===== src/rtl/rf_wport_arbiter.sv =====
// ---------------------------------------------------------------------------
// rf_wport_arbiter
//
// Shares the register file's single write port between the in-order pipeline
// writeback (port A) and the multi-cycle execution unit (port B).
// Round-robin arbitration with valid/ready handshakes. The winning write is
// registered once before it drives the register file's we3/a3/wd3 port.
// A busy scoreboard tracks registers that are waiting for multi-cycle
// results. The decode stage gets a combinational hazard flag from it.
//
// Ports:
//   clk, reset_n          clock, synchronous active-low reset
//   a_valid/a_addr/a_data port A request (pipeline writeback)
//   a_ready               port A granted this cycle (combinational)
//   b_valid/b_addr/b_data port B request (multi-cycle unit)
//   b_ready               port B granted this cycle (combinational)
//   sb_set, sb_addr       multi-cycle op issued; mark sb_addr busy
//   q_rs1, q_rs2, q_rd    decode-stage register query
//   hazard                decode must stall (combinational)
//   rf_we3/rf_a3/rf_wd3   registered register-file write port
//   sb_err                sticky scoreboard protocol error
//   conflict_cnt          saturating count of cycles with both valids high
// ---------------------------------------------------------------------------
module rf_wport_arbiter #(
    parameter int XLEN = 32,
    parameter int AW   = 5,
    parameter int CW   = 16
) (
    input  logic            clk,
    input  logic            reset_n,
    input  logic            a_valid,
    input  logic [AW-1:0]   a_addr,
    input  logic [XLEN-1:0] a_data,
    output logic            a_ready,
    input  logic            b_valid,
    input  logic [AW-1:0]   b_addr,
    input  logic [XLEN-1:0] b_data,
    output logic            b_ready,
    input  logic            sb_set,
    input  logic [AW-1:0]   sb_addr,
    input  logic [AW-1:0]   q_rs1,
    input  logic [AW-1:0]   q_rs2,
    input  logic [AW-1:0]   q_rd,
    output logic            hazard,
    output logic            rf_we3,
    output logic [AW-1:0]   rf_a3,
    output logic [XLEN-1:0] rf_wd3,
    output logic            sb_err,
    output logic [CW-1:0]   conflict_cnt
);

    localparam int NREG = 1 << AW;

    // Which requester won the most recent transfer.
    typedef enum logic {
        LAST_A = 1'b0,
        LAST_B = 1'b1
    } last_e;

    last_e            last_q, last_d;
    logic             rf_we3_q, rf_we3_d;
    logic [AW-1:0]    rf_a3_q, rf_a3_d;
    logic [XLEN-1:0]  rf_wd3_q, rf_wd3_d;
    logic [NREG-1:0]  busy_q, busy_d;
    logic             sb_err_q, sb_err_d;
    logic [CW-1:0]    cnt_q, cnt_d;

    logic a_xfer;
    logic b_xfer;
    logic set_dup;
    logic clr_idle;

    // -----------------------------------------------------------------------
    // Grant. Ready depends only on the valids and the pointer. While reset is
    // asserted no requester is granted, so no transfer can happen.
    // -----------------------------------------------------------------------
    always_comb begin
        // NOTE: every signal assigned in always_comb gets a default first, so
        // no path can leave it unassigned and infer a latch.
        a_ready = 1'b0;
        b_ready = 1'b0;
        if (reset_n) begin
            if (a_valid && b_valid) begin
                a_ready = (last_q == LAST_B);
                b_ready = (last_q == LAST_A);
            end else begin
                a_ready = a_valid;
                b_ready = b_valid;
            end
        end
    end

    assign a_xfer = a_valid && a_ready;
    assign b_xfer = b_valid && b_ready;

    // -----------------------------------------------------------------------
    // Next-state logic: pointer, write stage, scoreboard, error, counter.
    // -----------------------------------------------------------------------
    always_comb begin
        last_d   = last_q;
        rf_we3_d = 1'b0;
        rf_a3_d  = rf_a3_q;
        rf_wd3_d = rf_wd3_q;

        // At most one of a_xfer/b_xfer is high.
        if (a_xfer) begin
            last_d   = LAST_A;
            rf_a3_d  = a_addr;
            rf_wd3_d = a_data;
            rf_we3_d = (a_addr != '0);   // r0 writes handshake but are dropped
        end else if (b_xfer) begin
            last_d   = LAST_B;
            rf_a3_d  = b_addr;
            rf_wd3_d = b_data;
            rf_we3_d = (b_addr != '0);
        end

        // Apply the clear before the set so a same-cycle set wins.
        busy_d = busy_q;
        if (b_xfer) begin
            busy_d[b_addr] = 1'b0;
        end
        if (sb_set && (sb_addr != '0)) begin
            busy_d[sb_addr] = 1'b1;
        end
        busy_d[0] = 1'b0;

        // A second issue to a register that is still busy, unless that
        // register's result retires in this same cycle.
        set_dup  = sb_set && (sb_addr != '0) && busy_q[sb_addr]
                   && !(b_xfer && (b_addr == sb_addr));
        // A multi-cycle result for a register that nothing was waiting on.
        clr_idle = b_xfer && (b_addr != '0) && !busy_q[b_addr];
        sb_err_d = sb_err_q || set_dup || clr_idle;

        cnt_d = cnt_q;
        if (a_valid && b_valid && (cnt_q != '1)) begin
            cnt_d = cnt_q + CW'(1);
        end
    end

    // -----------------------------------------------------------------------
    // Hazard. A register is unsafe to read if it is busy, or if its write is
    // sitting in the output stage. The register file only picks that write up
    // at the next edge, so a read this cycle would still see the old value.
    // That second term also keeps the stall going through the cycle in which
    // the busy bit has already cleared.
    // -----------------------------------------------------------------------
    function automatic logic reg_hazard(input logic [AW-1:0] q);
        return busy_q[q] || (rf_we3_q && (rf_a3_q == q) && (q != '0));
    endfunction

    always_comb begin
        hazard = reg_hazard(q_rs1) || reg_hazard(q_rs2) || reg_hazard(q_rd);
    end

    // -----------------------------------------------------------------------
    // State registers.
    // -----------------------------------------------------------------------
    always_ff @(posedge clk) begin
        // NOTE: sequential state uses non-blocking assignments, so every flop
        // samples pre-edge values no matter what order the statements are in.
        if (!reset_n) begin
            last_q   <= LAST_B;
            rf_we3_q <= 1'b0;
            rf_a3_q  <= '0;
            rf_wd3_q <= '0;
            // NOTE: busy is a flop vector, not a RAM. It has to be cleared
            // here because stale busy bits after reset would stall decode.
            busy_q   <= '0;
            sb_err_q <= 1'b0;
            cnt_q    <= '0;
        end else begin
            last_q   <= last_d;
            rf_we3_q <= rf_we3_d;
            rf_a3_q  <= rf_a3_d;
            rf_wd3_q <= rf_wd3_d;
            busy_q   <= busy_d;
            sb_err_q <= sb_err_d;
            cnt_q    <= cnt_d;
        end
    end

    assign rf_we3       = rf_we3_q;
    assign rf_a3        = rf_a3_q;
    assign rf_wd3       = rf_wd3_q;
    assign sb_err       = sb_err_q;
    assign conflict_cnt = cnt_q;

endmodule


===== config.mk =====
export PLATFORM = sky130hd
export DESIGN_NAME = rf_wport_arbiter
export DESIGN_NICKNAME = d
export VERILOG_FILES = /design/src/rtl/rf_wport_arbiter.sv
export SDC_FILE = /design/constraint.sdc
export NUM_CORES = 1
export LEC_CHECK = 0
export ABC_AREA = 1
export ABC_CLOCK_PERIOD_IN_PS = 1800
export BUFFER_PORTS_ARGS = -buffer_cell sky130_fd_sc_hd__buf_2
export CAP_MARGIN = 40
export CORE_ASPECT_RATIO = 0.9
export CORE_MARGIN = 3
export CORE_UTILIZATION = 30
export CTS_CLUSTER_DIAMETER = 120
export DETAILED_ROUTE_END_ITERATION = 8
export PLACE_DENSITY = 0.48
export SKIP_CTS_REPAIR_TIMING = 1
export SLEW_MARGIN = 20
export SYNTH_ARGS = -nofsm -noshare
export SYNTH_HDL_FRONTEND = slang
export SYNTH_SLANG_ARGS = --single-unit

===== constraint.sdc =====
create_clock -name clk -period 1.8 [get_ports clk]
set_input_delay 0.18 -clock clk [delete_from_list [all_inputs] [get_ports clk]]
set_output_delay 0.18 -clock clk [all_outputs]
set_load 0.05 [all_outputs]

After elaboration in Yosys (flattened, before gate mapping)
Index checks and enable logic that the tools add are counted.

Register bits after elaboration: 88. Bits of input ports: 99. Logic and storage cells: 87.

$add $sub $neg: 1. $lt $le $gt $ge: 7. Eq/ne operators: 5. Muxes and demuxes: 28. Bitwise operators: 4. Reductions and logical operators: 34.

Operator list (count): 2-to-1 mux 32 bit (4); bitwise AND 32 bit (1); NOT 32 bit (1); bitwise OR 32 bit (1); < comparator 5 x 6 -> 1 bit (second input constant) (5); nonzero test 5 bit (6); binary-select mux 1 bit (select 5 bit) (5); equality test 5 bit (4); logical AND 1 bit (18); adder 16 x 1 -> 16 bit (second input constant) (1); != test 16 bit (second input constant) (1); 2-to-1 mux 1 bit (15); demux 1 bit (select 5 bit) (2); >= comparator 5 x 1 -> 1 bit (second input constant) (2); 2-to-1 mux 5 bit (2); logical OR 1 bit (7); zero test 1 bit (2); nonzero test 2 bit (1); NOT 1 bit (1).

Longest topological paths before layout
Depth in word-level cells: 9. Mapped depth: 14. Mapped depth without buffers: 13.

Least setup slack after synthesis
Ideal clock, no wire load.

Path type: register -> register. From: register cnt_q[0], in the netlist conflict_cnt[0]. To: register cnt_q[0], in the netlist conflict_cnt[0]. Library setup time: 0.128 ns. Data arrival time: 1.863 ns. Slack: -0.191 ns. Cell stages (with the launch flop): 9. Path buffers: 1. Period minus slack after synthesis: 1.991 ns. Cells stage by stage: dfxtp_1 ha_1 nand3_1 nor2_1 nand3_1 nand3_1 buf_4 xor2_1 nor2_1.

Longest elaborated chain between the ends: 2. Elaborated cells between the ends (all ways): 3. Classes of those cells: add/sub: 1; eq/ne: 1; reduce/logical: 1.

Ends and longest elaborated chain: from (decl) (RTL line 66) `logic [CW-1:0] cnt_q, cnt_d;`; from (signal assigned) (RTL line 180) `cnt_q <= cnt_d;`; branches (longest 2 deep; another with adder 16 x 1 -> 16 bit).

Several ways; the timed one is not identified. A chain may end at the register's enable or synchronous reset.

Final worst setup path
From: register rf_a3_q[3], in the netlist rf_a3[3]. To: output port hazard.

Longest elaborated chain between the ends: 6. Elaborated cells between the ends (all ways): 14. Classes of those cells: eq/ne: 3; reduce/logical: 11.

Ends and longest elaborated chain: from (decl) (RTL line 62) `logic [AW-1:0] rf_a3_q, rf_a3_d;`; from (signal assigned) (RTL line 176) `rf_a3_q <= rf_a3_d;`; equality test 5 bit (RTL line 150) `return busy_q[q] || (rf_we3_q && (rf_a3_q == q) && (q != '0));`; logical AND 1 bit (2 in a row) (RTL line 150); logical OR 1 bit (RTL line 150); logical OR 1 bit (RTL line 154) `hazard = reg_hazard(q_rs1) || reg_hazard(q_rs2) || reg_hazard(q_rd);`; logical OR 1 bit * (RTL line 154); to (decl) (RTL line 44) `output logic hazard,`.

Mark *: on every way between the ends. The rest lies on a longest branch, timed or not.

==> run_summary.xml <==
<?xml version="1.0" encoding="UTF-8"?>
<metrics>
  <group name="timing">
    <metric name="max_freq" unit="MHz">520.4</metric>
    <metric name="max-slew-margin-rel" unit="%">69.05</metric>
    <metric name="final-max-slew-violation-count" unit="">0</metric>
    <metric name="finalSetupViolCount" unit="">1</metric>
    <metric name="post-route-period-util" unit="%">106.8</metric>
    <metric name="timing.hold.ws" unit="ns">0.06619</metric>
    <metric name="worst_pin_slew" unit="ns">0.4631</metric>
    <metric name="final_hold_viol_count" unit="">0</metric>
    <metric name="setup_total_neg_slack" unit="ns">-0.1216</metric>
    <metric name="finalWorstPathRequiredPeriod" unit="ns">1.922</metric>
    <metric name="setup_repair_after_global_routing_missed_its_margin" unit="">yes</metric>
    <metric name="fin_worst_setup_slack" unit="ns">-0.1216</metric>
    <metric name="skew_final" unit="ns">0.01131</metric>
  </group>
  <group name="drt">
    <metric name="vias" unit="">6991</metric>
    <metric name="met2RoutedLength" unit="mm">10.69</metric>
    <metric name="met3_length" unit="mm">1.762</metric>
    <metric name="dr.pass1.iters" unit="">5</metric>
    <metric name="topRoutingLayerUsed" unit="">met5</metric>
    <metric name="ant_nets" unit="">0</metric>
    <metric name="detail_route.drc_violations" unit="">0</metric>
    <metric name="routedWlPerCell" unit="µm">16.29</metric>
    <metric name="drtIter0Drc" unit="">427</metric>
    <metric name="wirelength" unit="mm">23.03</metric>
    <metric name="routed_via_density" unit="">4.944</metric>
    <metric name="wl_met1" unit="mm">9.976</metric>
  </group>
  <group name="critical_path">
    <metric name="crit_path_start_kind" unit="">flop</metric>
    <metric name="wp_data_arrival" unit="ns">1.74</metric>
    <metric name="cell_occurring_most_often_along_the_worst_timing_path" unit="">nand2_1</metric>
    <metric name="worstPathRequired" unit="ns">1.62</metric>
    <metric name="critical_path.reg2reg.endpoint" unit="">busy_q[4]</metric>
    <metric name="reg2reg_from" unit="">last_q</metric>
    <metric name="r2r_slack" unit="ns">0.13</metric>
    <metric name="reg2regPathDepth" unit="">7</metric>
    <metric name="cpPeakStageDelay" unit="ns">0.39</metric>
    <metric name="cp.depth" unit="">11</metric>
    <metric name="critical_path.max_fanout" unit="">6</metric>
    <metric name="critPathBufInv" unit="">1</metric>
    <metric name="path_class" unit="">reg -&gt; out</metric>
    <metric name="setup.worst_path.end_class" unit="">output pin</metric>
    <metric name="crit_slowest_cell" unit="">dfxtp_4</metric>
    <metric name="ordered_list_of_cells_on_the_worst_path" unit="">nor2_4, nand3_4, nand2_2, a21oi_2, nand2_1, nand2_1, nor2_1, nand2_1, nor2_2, nand2_1, buf_6</metric>
    <metric name="path_delay_family" unit="">simple AND/OR/NAND/NOR gates</metric>
  </group>
  <group name="worst_hold_path">
    <metric name="timing.hold.worst.class" unit="">in -&gt; reg</metric>
    <metric name="hold_path_end" unit="">rf_wd3[31]</metric>
    <metric name="worst_hold_path.num_cells" unit="">3</metric>
    <metric name="worstHoldStart" unit="">a_data[31]</metric>
  </group>
  <group name="grt">
    <metric name="grt_antenna_before_repair" unit="">1</metric>
    <metric name="first_global_vias" unit="">6528</metric>
    <metric name="grt_first_pass_wirelength" unit="mm">35.45</metric>
    <metric name="leftover_overflow_at_the_end_of_global_routing" unit="">0</metric>
    <metric name="grt_max_degree" unit="">40</metric>
    <metric name="grt_use_total" unit="%">21.81</metric>
  </group>
  <group name="cts">
    <metric name="cts_max_level" unit="">3</metric>
    <metric name="clk_transition_reported_paths" unit="ns">0.07</metric>
    <metric name="worst_skew_pair.late_latency" unit="ns">0.35</metric>
    <metric name="numCtsBuffers" unit="">9</metric>
    <metric name="cts_tree" unit="">yes</metric>
    <metric name="clk_root_buffer_cell" unit="">clkbuf_16</metric>
    <metric name="max-clock-path-buffers" unit="">2</metric>
    <metric name="cts_sinks" unit="">87</metric>
  </group>
  <group name="floorplanning">
    <metric name="initial_core_util" unit="%">30.88</metric>
    <metric name="core-area" unit="µm²">18580</metric>
    <metric name="num_rows" unit="">47</metric>
    <metric name="die-height" unit="µm">137.2</metric>
    <metric name="io-pin-count" unit="">157</metric>
    <metric name="dieArea" unit="µm²">20820</metric>
    <metric name="floorplan.die.width" unit="µm">151.8</metric>
  </group>
  <group name="placement">
    <metric name="dp.final_hpwl" unit="mm">17.60</metric>
    <metric name="routabilityCongestion" unit="">0.9098</metric>
    <metric name="place.detailed.instances" unit="">1393</metric>
    <metric name="worst_setup_slack_after_placement" unit="ns">-0.05301</metric>
    <metric name="port_buffers" unit="">156</metric>
  </group>
  <group name="power_and_ir_drop">
    <metric name="vdd_ir_drop_max" unit="µV">476.7</metric>
    <metric name="power_density" unit="nW/µm²">695.4</metric>
    <metric name="total_leakage_power" unit="nW">3.521</metric>
    <metric name="finalPower" unit="mW">5.247</metric>
  </group>
  <group name="layout">
    <metric name="final_layout_size_suffix_gt1_share" unit="%">24.32</metric>
    <metric name="syn2layout_area_growth" unit="%">31.49</metric>
    <metric name="fillers" unit="">2107</metric>
    <metric name="nNetsFinal" unit="">1263</metric>
    <metric name="final_cells" unit="">1414</metric>
  </group>
  <group name="status">
    <metric name="status" unit="">finished, violations left</metric>
    <metric name="violated_checks" unit="">negative setup slack</metric>
  </group>
  <group name="logic_synthesis">
    <metric name="synth_top_flop_cell" unit="">dfxtp_1</metric>
    <metric name="synth_cell_types" unit="">29</metric>
    <metric name="ys_seq_elements" unit="">87</metric>
    <metric name="asyncSetResetFlopFracSynth" unit="%">0</metric>
    <metric name="synth.yosys.seq_area_share" unit="%">30.35</metric>
    <metric name="synth_area_leader_cell" unit="">dfxtp_1</metric>
    <metric name="yosysMostFrequentCell" unit="">nand2_1</metric>
    <metric name="synthDominantCellAreaShare" unit="%">30.35</metric>
    <metric name="synth.top_cells.by_area" unit="">dfxtp_1, nand2_1, o21ai_0, inv_1, nand3_1</metric>
    <metric name="synth_enable_flop_cells" unit="">0</metric>
    <metric name="synth.yosys.warnings" unit="">0</metric>
    <metric name="synth_nets" unit="">1076</metric>
    <metric name="post_synth_instance_area" unit="µm²">5738</metric>
    <metric name="post_synth_inst_count" unit="">976</metric>
    <metric name="syn_avg_cell_area" unit="µm²">5.879</metric>
    <metric name="synthTopCellsByCount" unit="">nand2_1, dfxtp_1, inv_1, o21ai_0, nor2_1</metric>
  </group>
  <group name="flow_run">
    <metric name="cap_violations" unit="">0</metric>
  </group>
</metrics>
[sequential cells by signal, indices dropped and copies added, names as in the netlist]
| signal | flops |
|---|---|
| last_q | 1 |
| busy_q | 31 |
| sb_err | 1 |
| rf_wd3 | 32 |
| rf_we3 | 1 |
| conflict_cnt | 16 |
| rf_a3 | 5 |
[layout make-up]
type | instances | area [µm²] | share of cell area (%)
repair buffers | 218 | 1309 | 17.35
multi-input cells | 755 | 3506 | 46.47
diodes | 1 | 2.502 | 0.03317
clock buffers | 9 | 225.2 | 2.985
well taps | 245 | 306.5 | 4.063
inverters | 92 | 352.8 | 4.677
clock inverters | 7 | 68.82 | 0.9121
flip-flops and latches | 87 | 1774 | 23.52
[cells in the final DEF, fill, tap and decap left out, types with 3 or more instances in the layout]
cell        count
a21oi_1        59
a31oi_1        33
buf_12          4
buf_2         154
buf_4          58
clkbuf_16       9
clkinvlp_4      3
dfxtp_1        71
dfxtp_2        11
dfxtp_4         5
inv_1          70
inv_2          18
nand2_1       366
nand3_1        60
nand3_4         3
nand4_1         4
nor2_1         73
nor2_2          4
nor3_1         15
o211ai_1       28
o21ai_0        77
o22ai_1         6
xnor2_1         3
xor2_1          9
[metrics by stage]
stage               area (µm²)  util [%]
finish                    7545     40.60
detailed placement        7109     38.26
CTS                       7403     39.84
global placement          7109     38.26
floorplan                 5747         -
global route              7542     40.59
[power by group]
part / internal, mW / total, mW / switching (mW)
Combinational: 0.402 / 1.28 / 0.874
Sequential: 2.01 / 2.08 / 0.0704
Clock: 0.971 / 1.89 / 0.917
Total: 3.39 / 5.25 / 1.86
[worst reg2reg max path, stage by stage, from the launching register on]
cell and delay [ns]:
dfxtp_2 0.34, nand2_1 0.10, nand3_4 0.15, clkinvlp_4 0.16, buf_4 0.13, nand3_1 0.28, o21ai_0 0.29, a21oi_1 0.09
[per-layer routing]
layer	track usage (%)	vias to the layer above
met5	0	-
met4	6.387	2
met3	5.033	44
met2	34.92	237
met1	29.40	3133
li1	-	3575
[worst max-delay path by stage]
stage / start / end
4_1_cts: rf_a3[4] / hazard
6_report: rf_a3[3] / hazard
3_3_place_gp: q_rd[0] / hazard
3_5_place_dp: q_rd[0] / hazard
2_1_floorplan: rf_a3[3] / hazard
5_1_grt: rf_a3[3] / hazard
[cells by family after synthesis]
kind of cell	synth area share, %
AND/OR/NAND/NOR	37.40
AO/OA/AOI/OAI	20.74
buffers and inverters	9.464
flip-flops	30.35
XOR/XNOR	1.832
adder cells (fa/ha/maj)	0.2180
(Power assumes the default switching activity.)
